==> src/rtl/mem_arb_pkg.sv <==
// mem_arb_pkg
// Shared types and constants for the unified-memory port arbiter.
//   arb_state_t : IDLE (nothing outstanding) / BUSY (one transaction outstanding)
//   arb_owner_t : which requester owns the outstanding transaction
//   STARVE_W    : width of the fetch starvation counter
//   dword_align : clears the byte offset within a 64-bit doubleword
package mem_arb_pkg;

  localparam int STARVE_W = 4;

  typedef enum logic {
    IDLE = 1'b0,
    BUSY = 1'b1
  } arb_state_t;

  typedef enum logic {
    OWN_IF = 1'b0,
    OWN_D  = 1'b1
  } arb_owner_t;

  function automatic logic [63:0] dword_align(input logic [63:0] addr);
    return addr & ~64'h7;
  endfunction

endpackage

==> src/rtl/mem_arb_starve_ctr.sv <==
// mem_arb_starve_ctr
// Saturating count of consecutive cycles in which fetch asked for the memory
// and was refused. Once the count reaches STARVE_MAX, at_max tells the
// arbiter to let fetch win over data.
// Ports:
//   clk, rst : clock (rising edge) and asynchronous active-low reset
//   inc      : fetch was eligible but not granted this cycle
//   clr      : fetch was granted, or is not requesting
//   hold     : freeze the count (a transaction is outstanding)
//   at_max   : count equals STARVE_MAX
module mem_arb_starve_ctr
  import mem_arb_pkg::*;
#(
  parameter int STARVE_MAX = 4
) (
  input  logic clk,
  input  logic rst,
  input  logic inc,
  input  logic clr,
  input  logic hold,
  output logic at_max
);

  localparam logic [STARVE_W-1:0] MAX_V = STARVE_W'(STARVE_MAX);

  logic [STARVE_W-1:0] cnt_q, cnt_d;

  // hold beats clr beats inc; increments stop at MAX_V
  always_comb begin
    cnt_d = cnt_q;
    if (hold) begin
      cnt_d = cnt_q;
    end else if (clr) begin
      cnt_d = '0;
    end else if (inc && (cnt_q != MAX_V)) begin
      cnt_d = cnt_q + STARVE_W'(1);
    end
  end

  always_ff @(posedge clk or negedge rst) begin
    if (!rst) begin
      cnt_q <= '0;
    end else begin
      cnt_q <= cnt_d;
    end
  end

  assign at_max = (cnt_q == MAX_V);

endmodule

==> src/rtl/mem_port_arbiter.sv <==
// mem_port_arbiter
// Shares the single-ported unified memory between instruction fetch (IF) and
// the load/store path (D). Data wins by default; after STARVE_MAX consecutive
// refused fetch cycles fetch wins instead. Exactly one transaction is in
// flight at a time. A redirect (flush) kills an outstanding fetch so that its
// response is swallowed.
// Ports:
//   clk, rst                 : clock, asynchronous active-low reset
//   if_req/if_addr           : fetch read request, word address
//   if_gnt/if_rvalid/if_rdata: fetch accept, response valid, instruction word
//   if_wait                  : fetch must stall (feeds StallF)
//   flush                    : branch redirect, kills outstanding fetch
//   d_req/d_we/d_addr/d_wdata/d_be : data request and store payload
//   d_gnt/d_rvalid/d_rdata   : data accept, response valid, load doubleword
//   m_req/m_we/m_addr/m_wdata/m_be : request to the memory macro
//   m_gnt/m_rvalid/m_rdata   : memory accept, in-order response, read data
// Optional build macro MEM_ARB_PERF_EN adds perf_if_wait_cnt, perf_d_gnt_cnt
// and perf_kill_cnt wrapping event counters.
module mem_port_arbiter
  import mem_arb_pkg::*;
#(
  parameter int STARVE_MAX = 4
) (
  input  logic        clk,
  input  logic        rst,
  input  logic        if_req,
  input  logic [63:0] if_addr,
  output logic        if_gnt,
  output logic        if_rvalid,
  output logic [31:0] if_rdata,
  output logic        if_wait,
  input  logic        flush,
  input  logic        d_req,
  input  logic        d_we,
  input  logic [63:0] d_addr,
  input  logic [63:0] d_wdata,
  input  logic [7:0]  d_be,
  output logic        d_gnt,
  output logic        d_rvalid,
  output logic [63:0] d_rdata,
  output logic        m_req,
  output logic        m_we,
  output logic [63:0] m_addr,
  output logic [63:0] m_wdata,
  output logic [7:0]  m_be,
  input  logic        m_gnt,
  input  logic        m_rvalid,
  input  logic [63:0] m_rdata
`ifdef MEM_ARB_PERF_EN
  ,
  output logic [31:0] perf_if_wait_cnt,
  output logic [31:0] perf_d_gnt_cnt,
  output logic [15:0] perf_kill_cnt
`endif
);

  arb_state_t state_q, state_d;
  arb_owner_t owner_q, owner_d;
  logic       kill_q, kill_d;
  logic       hi_q, hi_d;

  logic idle, busy;
  logic if_win, d_win, if_take, d_take;
  logic at_max;

  assign idle = (state_q == IDLE);
  assign busy = (state_q == BUSY);

  // Winner selection only happens in IDLE. A flushed fetch is not eligible,
  // so data (or nobody) gets the slot that cycle.
  assign if_win  = idle & if_req & ~flush & (~d_req | at_max);
  assign d_win   = idle & d_req & ~if_win;
  assign if_take = if_win & m_gnt;
  assign d_take  = d_win & m_gnt;

  mem_arb_starve_ctr #(
    .STARVE_MAX(STARVE_MAX)
  ) u_starve (
    .clk   (clk),
    .rst   (rst),
    .inc   (idle & if_req & ~flush & ~if_take),
    .clr   (idle & (if_take | ~if_req)),
    .hold  (busy),
    .at_max(at_max)
  );

  // Next-state: grant moves to BUSY and records owner and word half; in BUSY
  // a flush marks an owned fetch as killed and the response returns to IDLE.
  always_comb begin
    state_d = state_q;
    owner_d = owner_q;
    kill_d  = kill_q;
    hi_d    = hi_q;
    case (state_q)
      IDLE: begin
        if (if_take || d_take) begin
          state_d = BUSY;
          owner_d = if_take ? OWN_IF : OWN_D;
          kill_d  = 1'b0;
          if (if_take) begin
            hi_d = if_addr[2];
          end
        end
      end
      BUSY: begin
        if (flush && (owner_q == OWN_IF)) begin
          kill_d = 1'b1;
        end
        if (m_rvalid) begin
          state_d = IDLE;
        end
      end
      default: state_d = IDLE;
    endcase
  end

  always_ff @(posedge clk or negedge rst) begin
    if (!rst) begin
      state_q <= IDLE;
      owner_q <= OWN_IF;
      kill_q  <= 1'b0;
      hi_q    <= 1'b0;
    end else begin
      state_q <= state_d;
      owner_q <= owner_d;
      kill_q  <= kill_d;
      hi_q    <= hi_d;
    end
  end

  // Outputs are combinational from the inputs, so they are forced to zero
  // while rst is low to keep the memory and pipeline quiet during reset.
  always_comb begin
    m_req     = 1'b0;
    m_we      = 1'b0;
    m_addr    = '0;
    m_wdata   = '0;
    m_be      = '0;
    if_gnt    = 1'b0;
    d_gnt     = 1'b0;
    if_rvalid = 1'b0;
    d_rvalid  = 1'b0;
    if_rdata  = '0;
    d_rdata   = '0;
    if_wait   = 1'b0;
    if (rst) begin
      m_req = if_win | d_win;
      if (if_win) begin
        m_addr = dword_align(if_addr);
        m_be   = 8'hFF;
      end else if (d_win) begin
        m_addr  = dword_align(d_addr);
        m_we    = d_we;
        m_wdata = d_wdata;
        m_be    = d_we ? d_be : 8'hFF;
      end
      if_gnt    = if_take;
      d_gnt     = d_take;
      // A flush in the response cycle drops the fetch response as well.
      if_rvalid = busy & m_rvalid & (owner_q == OWN_IF) & ~kill_q & ~flush;
      d_rvalid  = busy & m_rvalid & (owner_q == OWN_D);
      if_rdata  = hi_q ? m_rdata[63:32] : m_rdata[31:0];
      d_rdata   = m_rdata;
      if_wait   = (if_req & ~if_take) |
                  (busy & (owner_q == OWN_IF) & ~kill_q & ~m_rvalid);
    end
  end

`ifdef MEM_ARB_PERF_EN
  logic [31:0] wait_cnt_q, wait_cnt_d;
  logic [31:0] dgnt_cnt_q, dgnt_cnt_d;
  logic [15:0] kill_cnt_q, kill_cnt_d;
  logic        kill_evt;

  // A fetch response is swallowed if it was killed earlier or is flushed now.
  assign kill_evt = busy & m_rvalid & (owner_q == OWN_IF) & (kill_q | flush);

  always_comb begin
    wait_cnt_d = wait_cnt_q + (if_wait ? 32'd1 : 32'd0);
    dgnt_cnt_d = dgnt_cnt_q + (d_gnt ? 32'd1 : 32'd0);
    kill_cnt_d = kill_cnt_q + (kill_evt ? 16'd1 : 16'd0);
  end

  always_ff @(posedge clk or negedge rst) begin
    if (!rst) begin
      wait_cnt_q <= '0;
      dgnt_cnt_q <= '0;
      kill_cnt_q <= '0;
    end else begin
      wait_cnt_q <= wait_cnt_d;
      dgnt_cnt_q <= dgnt_cnt_d;
      kill_cnt_q <= kill_cnt_d;
    end
  end

  assign perf_if_wait_cnt = wait_cnt_q;
  assign perf_d_gnt_cnt   = dgnt_cnt_q;
  assign perf_kill_cnt    = kill_cnt_q;
`endif

endmodule

==> config.mk <==
export PLATFORM = sky130hd
export DESIGN_NAME = mem_port_arbiter
export DESIGN_NICKNAME = d
export VERILOG_FILES = /design/src/rtl/mem_arb_pkg.sv /design/src/rtl/mem_arb_starve_ctr.sv /design/src/rtl/mem_port_arbiter.sv
export SDC_FILE = /design/constraint.sdc
export NUM_CORES = 1
export LEC_CHECK = 0
export CAP_MARGIN = 30
export CELL_PAD_IN_SITES_DETAIL_PLACEMENT = 2
export CELL_PAD_IN_SITES_GLOBAL_PLACEMENT = 2
export CORE_AREA = 2 2 196 198
export CTS_BUF_LIST = sky130_fd_sc_hd__clkbuf_8 sky130_fd_sc_hd__clkbuf_16
export DETAILED_ROUTE_END_ITERATION = 10
export DIE_AREA = 0 0 198 200
export PLACE_DENSITY_LB_ADDON = 0.1
export REMOVE_ABC_BUFFERS = 1
export SLEW_MARGIN = 20
export SYNTH_ARGS = -nofsm -noshare
export SYNTH_HDL_FRONTEND = slang
export SYNTH_SLANG_ARGS = --single-unit
==> constraint.sdc <==
create_clock -name clk -period 1.92 [get_ports clk]
set_clock_uncertainty 0.15 [all_clocks]
set_input_delay 0.192 -clock clk [delete_from_list [all_inputs] [get_ports clk]]
set_output_delay 0.192 -clock clk [all_outputs]
set_load 0.01 [all_outputs]
==> flow_summary.json, run 1 <==
{
  "status": "complete, but fails checks",
  "violations": "hold timing, setup timing",
  "crit_family": "buffers and inverters",
  "cp-end-kind": "output pin",
  "chipHeight_um": 200,
  "yosysTopAreaCellShare_pct": 26.24,
  "path_cells": "inv_2 -> ha_4 -> nand3b_1 -> a21boi_4 -> buf_12 -> buf_8 -> buf_12 -> buf_16 -> nand3_2 -> o21ai_1 -> buf_2",
  "synth_cell_type_count": 35,
  "critPathMostFrequentCell": "buf_12",
  "place_ws_ps": -845.0,
  "hold_viol_final": 7,
  "timing.hold.ws_ps": -27.84,
  "cts_sinks": 8,
  "worst_path_largest_cell_delay_ps": 390,
  "dr.pass1.iters": 4,
  "cts_max_path_buffers": 2,
  "final_common_cell": "clkdlybuf4s50_1",
  "peakVddDrop_mv": 0.2584,
  "portBuffers": 502,
  "row_count": 71,
  "timing.rr.start": "u_starve.cnt_q[1]",
  "maxCapViolations": 0,
  "grt_usage_pct": 16.03,
  "drc": 0,
  "multi_input_area_mm2": 0.003008,
  "placed_cells": 1513,
  "finalSetupTns_ps": -57990,
  "cts_tree": "done",
  "r2r_end": "hi_q",
  "place_congestion": 0.7735,
  "critical_path_arrival_ps": 2110,
  "max_freq_ghz": 0.4075,
  "layout_setup_ws_ps": -533.9,
  "cts_max_level": 1,
  "drt_wl_total_mm": 33.92,
  "path_buf_inv": 6,
  "dieWidth_um": 198,
  "drtAntennaViolNets": 0,
  "syn_inst": 505,
  "grt_pass1_wl_mm": 45.86,
  "cp_slowest_cell": "dfrtp_1",
  "leakagePower_uw": 0.004350,
  "seq_area_frac_synth_pct": 6.459,
  "crit_type": "flip-flop to output pin",
  "hold_path.class": "input port to async pin",
  "slew_viol_final": 0,
  "initial_core_util_pct": 8.287,
  "ys_seq_elements": 8,
  "powerDensity_mw_per_mm2": 318.2,
  "min_period_over_period_pct": 127.8,
  "vias_per_cell": 3.731,
  "synth_area_per_cell_um2": 6.137,
  "cts_root_buf": "clkbuf_16",
  "rsz0062_at_grt": "yes",
  "drt_iter0_drc": 81,
  "netlist_top_cells_area": "and2_1, mux2i_1, nand3_1, o21ai_0, nand2_1",
  "regToRegSetupSlack_ps": -180,
  "synth_area_leader_cell": "and2_1",
  "path_clk_slew_ps": 40,
  "final_cell_mix": "clkdlybuf4s50_1, buf_6, and2_1, buf_2, nand2_1",
  "required_ps": 1580,
  "coreArea_mm2": 0.03740,
  "fin_area_mm2": 0.01012,
  "yosysWarningCount": 0,
  "seq_area_um2": 201.4,
  "fillers": 4316,
  "min_period_ps": 2454,
  "grt_max_degree": 40,
  "cts_buffers": 3,
  "crit_cells": 11,
  "fin_cells": 1577,
  "netlist_area_mm2": 0.003099,
  "fin_nets": 1336,
  "insertion_delay_ps": 240,
  "drive_gt1_share_pct": 34.02,
  "r2r_cells": 10,
  "crit_fanout": 5,
  "cp-start-kind": "flip-flop",
  "area_delta_synth_final_pct": 226.7,
  "die_area_mm2": 0.03960,
  "antenna_found_initial": 13,
  "place_hpwl_mm": 27.53,
  "setup_viol": 139,
  "overflow": 0,
  "num_vias": 5883,
  "grt_pass1_vias": 6408,
  "wl_per_cell_um": 21.51,
  "post_dp_cell_area_mm2": 0.008997,
  "ios": 511
}
cells by family after synthesis:
logic type               Yosys count  synth area share, %
other                              1               0.1210
buffers and inverters             61                10.46
AND/OR/NAND/NOR                  314                56.04
adder cells (fa/ha/maj)            2               0.8073
flip-flops                         8                6.459
multiplexers                      34                11.02
AO/OA/AOI/OAI                     85                15.10
tightest hold or removal path, cell delays in order:
cell	delay, ps
buf_4	100
buf_4	150
buf_6	310
synth_stat cells:
cell      instances
nor2b_2           1
and3_1            2
dfrtp_1           8
a21oi_1           6
buf_2             6
mux2_2            1
or3b_1            1
buf_6             7
or3b_2            1
nor3_1            2
buf_4             9
o21ai_1          10
nor3b_1           1
nand2_1          66
nor3b_4           1
nand2b_1          2
o22ai_1           1
a221o_1           1
and2_1          130
o21ai_0          57
nand3b_1          1
o21a_1            9
mux2i_1          33
clkbuf_1         32
a21boi_4          1
conb_1            1
ha_1              2
clkbuf_2          1
nand3_1          64
or4_1             1
inv_1             6
nor2_1            5
nor3b_2           1
nor2b_1          34
and3b_1           1
report_power, final:
| group | internal (uW) | leakage [uW] | switching [uW] |
|---|---|---|---|
| clock network | 274 | 0.0000423 | 105 |
| logic | 1550 | 0.00421 | 1070 |
| registers | 195 | 0.000102 | 23.9 |
final cells by class:
class	instances	area share, %
clock buffers	3	0.7415
inverters	6	0.2224
multi-input cells	438	29.71
well taps	511	6.315
repair buffers	605	60.86
diodes	5	0.1236
clock inverters	1	0.03707
flip-flops and latches	8	1.990
layer usage:
metal	track usage, %	vias up	part of all wire [%]
met5	0	-	0.15
met4	3.342	10	1.4
met3	7.191	34	12
met2	32.46	319	54
met1	14.53	2731	32
li1	-	2789	-
repair_timing:
item,4_1_cts,5_1_grt
hold buffers,0,0
hold endpoints to repair,0,0
gates cloned,13,2
resized for setup,841,130
buffers inserted,29,22
pin swaps,47,19
setup endpoints to repair,187,184
registers in the layout, summed over array words and instances (netlist names):
| register | flops |
|---|---|
| busy | 1 |
| hi_q | 1 |
| owner_q | 1 |
| kill_q | 1 |
| u_starve.cnt_q | 4 |
stage by stage:
| stage | power, uW | util (%) |
|---|---|---|
| 6_report | 3222 | 27.07 |
| 3_5_place_dp | 2613 | 24.06 |
| 3_3_place_gp | 2617 | 24.06 |
| 4_1_cts | 3181 | 25.98 |
| 5_1_grt | 3444 | 27.07 |
| 2_1_floorplan | 963.5 | - |
how the worst max path moves through the flow:
stage	from	end	slack, ps
finish	u_starve.cnt_q[1]	m_addr[33]	-530
detailed placement	if_req	m_addr[24]	-840
global route	u_starve.cnt_q[0]	m_addr[41]	-640
global placement	flush	m_addr[5]	-800
floorplan	u_starve.cnt_q[0]	d_gnt	-1620
CTS	u_starve.cnt_q[0]	m_addr[21]	-540
Note: power is estimated with default switching activity, not from simulation.
==> run 2, diff against run 1 <==
--- a/config.mk
+++ b/config.mk
@@ -14,6 +14,7 @@
 export DIE_AREA = 0 0 198 200
 export PLACE_DENSITY_LB_ADDON = 0.1
 export REMOVE_ABC_BUFFERS = 1
+export SKIP_LAST_GASP = 1
 export SLEW_MARGIN = 20
 export SYNTH_ARGS = -nofsm -noshare
 export SYNTH_HDL_FRONTEND = slang
==> run 2 against run 1 <==
The flow still finishes with violations (hold timing, setup timing). Setup slack worse by 6.6 ps. Clock power barely moved. Fmax is 0.27% lower. Clock-buffer cell count unchanged. Global-route usage is essentially flat. Die area did not move. Worst hold slack gained 10 ps. Combinational power about the same. Register-to-register slack hardly changed. First-iteration DRC count decreased by 4.9%. Critical path depth stayed put. Largest power group unchanged.
==> flow_summary.json, run 2 (synthesis gave the netlist of run 1 again) <==
{
  "largest-register": "u_starve.cnt_q",
  "crit_fanout": 5,
  "ios": 511,
  "peakVddDrop_mv": 0.2494,
  "portBuffers": 502,
  "overflow": 0,
  "finalPower_uw": 3220,
  "hold_path.class": "input port to async pin",
  "coreArea_mm2": 0.03740,
  "status": "complete, but fails checks",
  "grt_usage_pct": 16.02,
  "largest_register_ffs": 4,
  "critical_path_arrival_ps": 2120,
  "antenna_found_initial": 13,
  "multi_input_area_mm2": 0.002985,
  "cts_max_level": 1,
  "cp_slowest_cell": "dfrtp_1",
  "violations": "hold timing, setup timing",
  "min_period_over_period_pct": 128.2,
  "cp-end-kind": "output pin",
  "drive_gt1_share_pct": 33.46,
  "grt_pass1_wl_mm": 45.78,
  "drc": 0,
  "cp-start-kind": "flip-flop",
  "r2r_cells": 10,
  "worstSetupStartpoint": "u_starve.cnt_q[1]",
  "drt_iter0_drc": 77,
  "vias_per_cell": 3.726,
  "layout_setup_ws_ps": -540.5,
  "dr.pass1.iters": 4,
  "place_hpwl_mm": 27.53,
  "min_period_ps": 2461,
  "num_vias": 5883,
  "fin_nets": 1339,
  "area_delta_synth_final_pct": 227.9,
  "fillers": 4297,
  "cts_max_path_buffers": 2,
  "crit_family": "buffers and inverters",
  "grt_max_degree": 40,
  "regToRegSetupSlack_ps": -170,
  "max_freq_ghz": 0.4064,
  "crit_type": "flip-flop to output pin",
  "required_ps": 1580,
  "cts_tree": "done",
  "timing.rr.start": "u_starve.cnt_q[1]",
  "rsz0062_at_grt": "yes",
  "row_count": 71,
  "dieWidth_um": 198,
  "crit_cells": 11,
  "powerDensity_mw_per_mm2": 316.8,
  "cts_sinks": 8,
  "maxCapViolations": 0,
  "wl_per_cell_um": 21.53,
  "leakagePower_uw": 0.004306,
  "critPathMostFrequentCell": "buf_12",
  "drtAntennaViolNets": 0,
  "path_cells": "inv_2 -> ha_4 -> nand3b_1 -> a21boi_4 -> buf_12 -> buf_8 -> buf_12 -> buf_16 -> nand3_1 -> o21ai_1 -> buf_2",
  "cts_buffers": 3,
  "insertion_delay_ps": 240,
  "timing.hold.ws_ps": -17.45,
  "drt_wl_total_mm": 34.00,
  "path_buf_inv": 6,
  "setup_viol": 139,
  "worst_path_largest_cell_delay_ps": 390,
  "slew_viol_final": 0,
  "seq_area_um2": 201.4,
  "path_clk_slew_ps": 40,
  "cts_root_buf": "clkbuf_16",
  "die_area_mm2": 0.03960,
  "initial_core_util_pct": 8.287,
  "grt_pass1_vias": 6397,
  "chipHeight_um": 200,
  "final_common_cell": "clkdlybuf4s50_1",
  "hold_viol_final": 7,
  "place_congestion": 0.7735,
  "final_cell_mix": "clkdlybuf4s50_1, buf_6, and2_1, nand2_1, buf_2",
  "r2r_end": "hi_q"
}
## run 2: area by class of cell
| class | instances | area share (%) |
|---|---|---|
| clock buffer | 3 | 0.7386 |
| inverter | 6 | 0.2216 |
| clock inverter | 1 | 0.03693 |
| timing repair buffer | 608 | 61.26 |
| antenna | 4 | 0.09849 |
| sequential | 8 | 1.982 |
| multi-input combinational | 438 | 29.37 |
| tap | 511 | 6.291 |
## run 2: timing repair
item / CTS / global route
hold buffers: 0 / 0
gates cloned: 13 / 3
endpoints found under the setup margin: 187 / 184
hold endpoints to repair: 0 / 0
buffers inserted: 29 / 25
pin swaps: 46 / 17
gates resized for setup: 814 / 117
## run 2: through the flow
step | setup WS [ps] | cells | utilization [%] | area [um2] | setup TNS (ps)
2_1_floorplan | -1623 | 452 | - | 2805 | -185810
3_3_place_gp | -798.4 | 1513 | 24.06 | 8997 | -95520
5_1_grt | -633.8 | 1579 | 27.18 | 10160 | -74140
3_5_place_dp | -845.0 | 1513 | 24.06 | 8997 | -95500
6_report | -540.5 | 1579 | 27.18 | 10160 | -58350
4_1_cts | -546.2 | 1558 | 25.87 | 9677 | -61960
## run 2: worst max path at each step
stage                             to
final                     m_addr[33]
after global routing      m_addr[41]
after CTS                 m_addr[21]
after detailed placement  m_addr[24]
after global placement     m_addr[5]
after floorplan                d_gnt
## run 2: power breakdown
group          total [uW]  internal [uW]  switching, uW
registers             219            195           23.9
clock network         378            274            105
logic                2620           1550           1070
total                3220           2020           1200
## run 2: metal layers
metal	vias to the layer above	GRT usage (%)	wire, um
met5	-	0	52
met1	2732	14.48	10950
met4	10	3.342	486
li1	2788	-	-
met3	34	7.325	4017
met2	319	32.37	18490
## run 2: worst min-delay path, stage by stage
cell and delay, ps:
buf_4 100, buf_4 160, buf_6 310
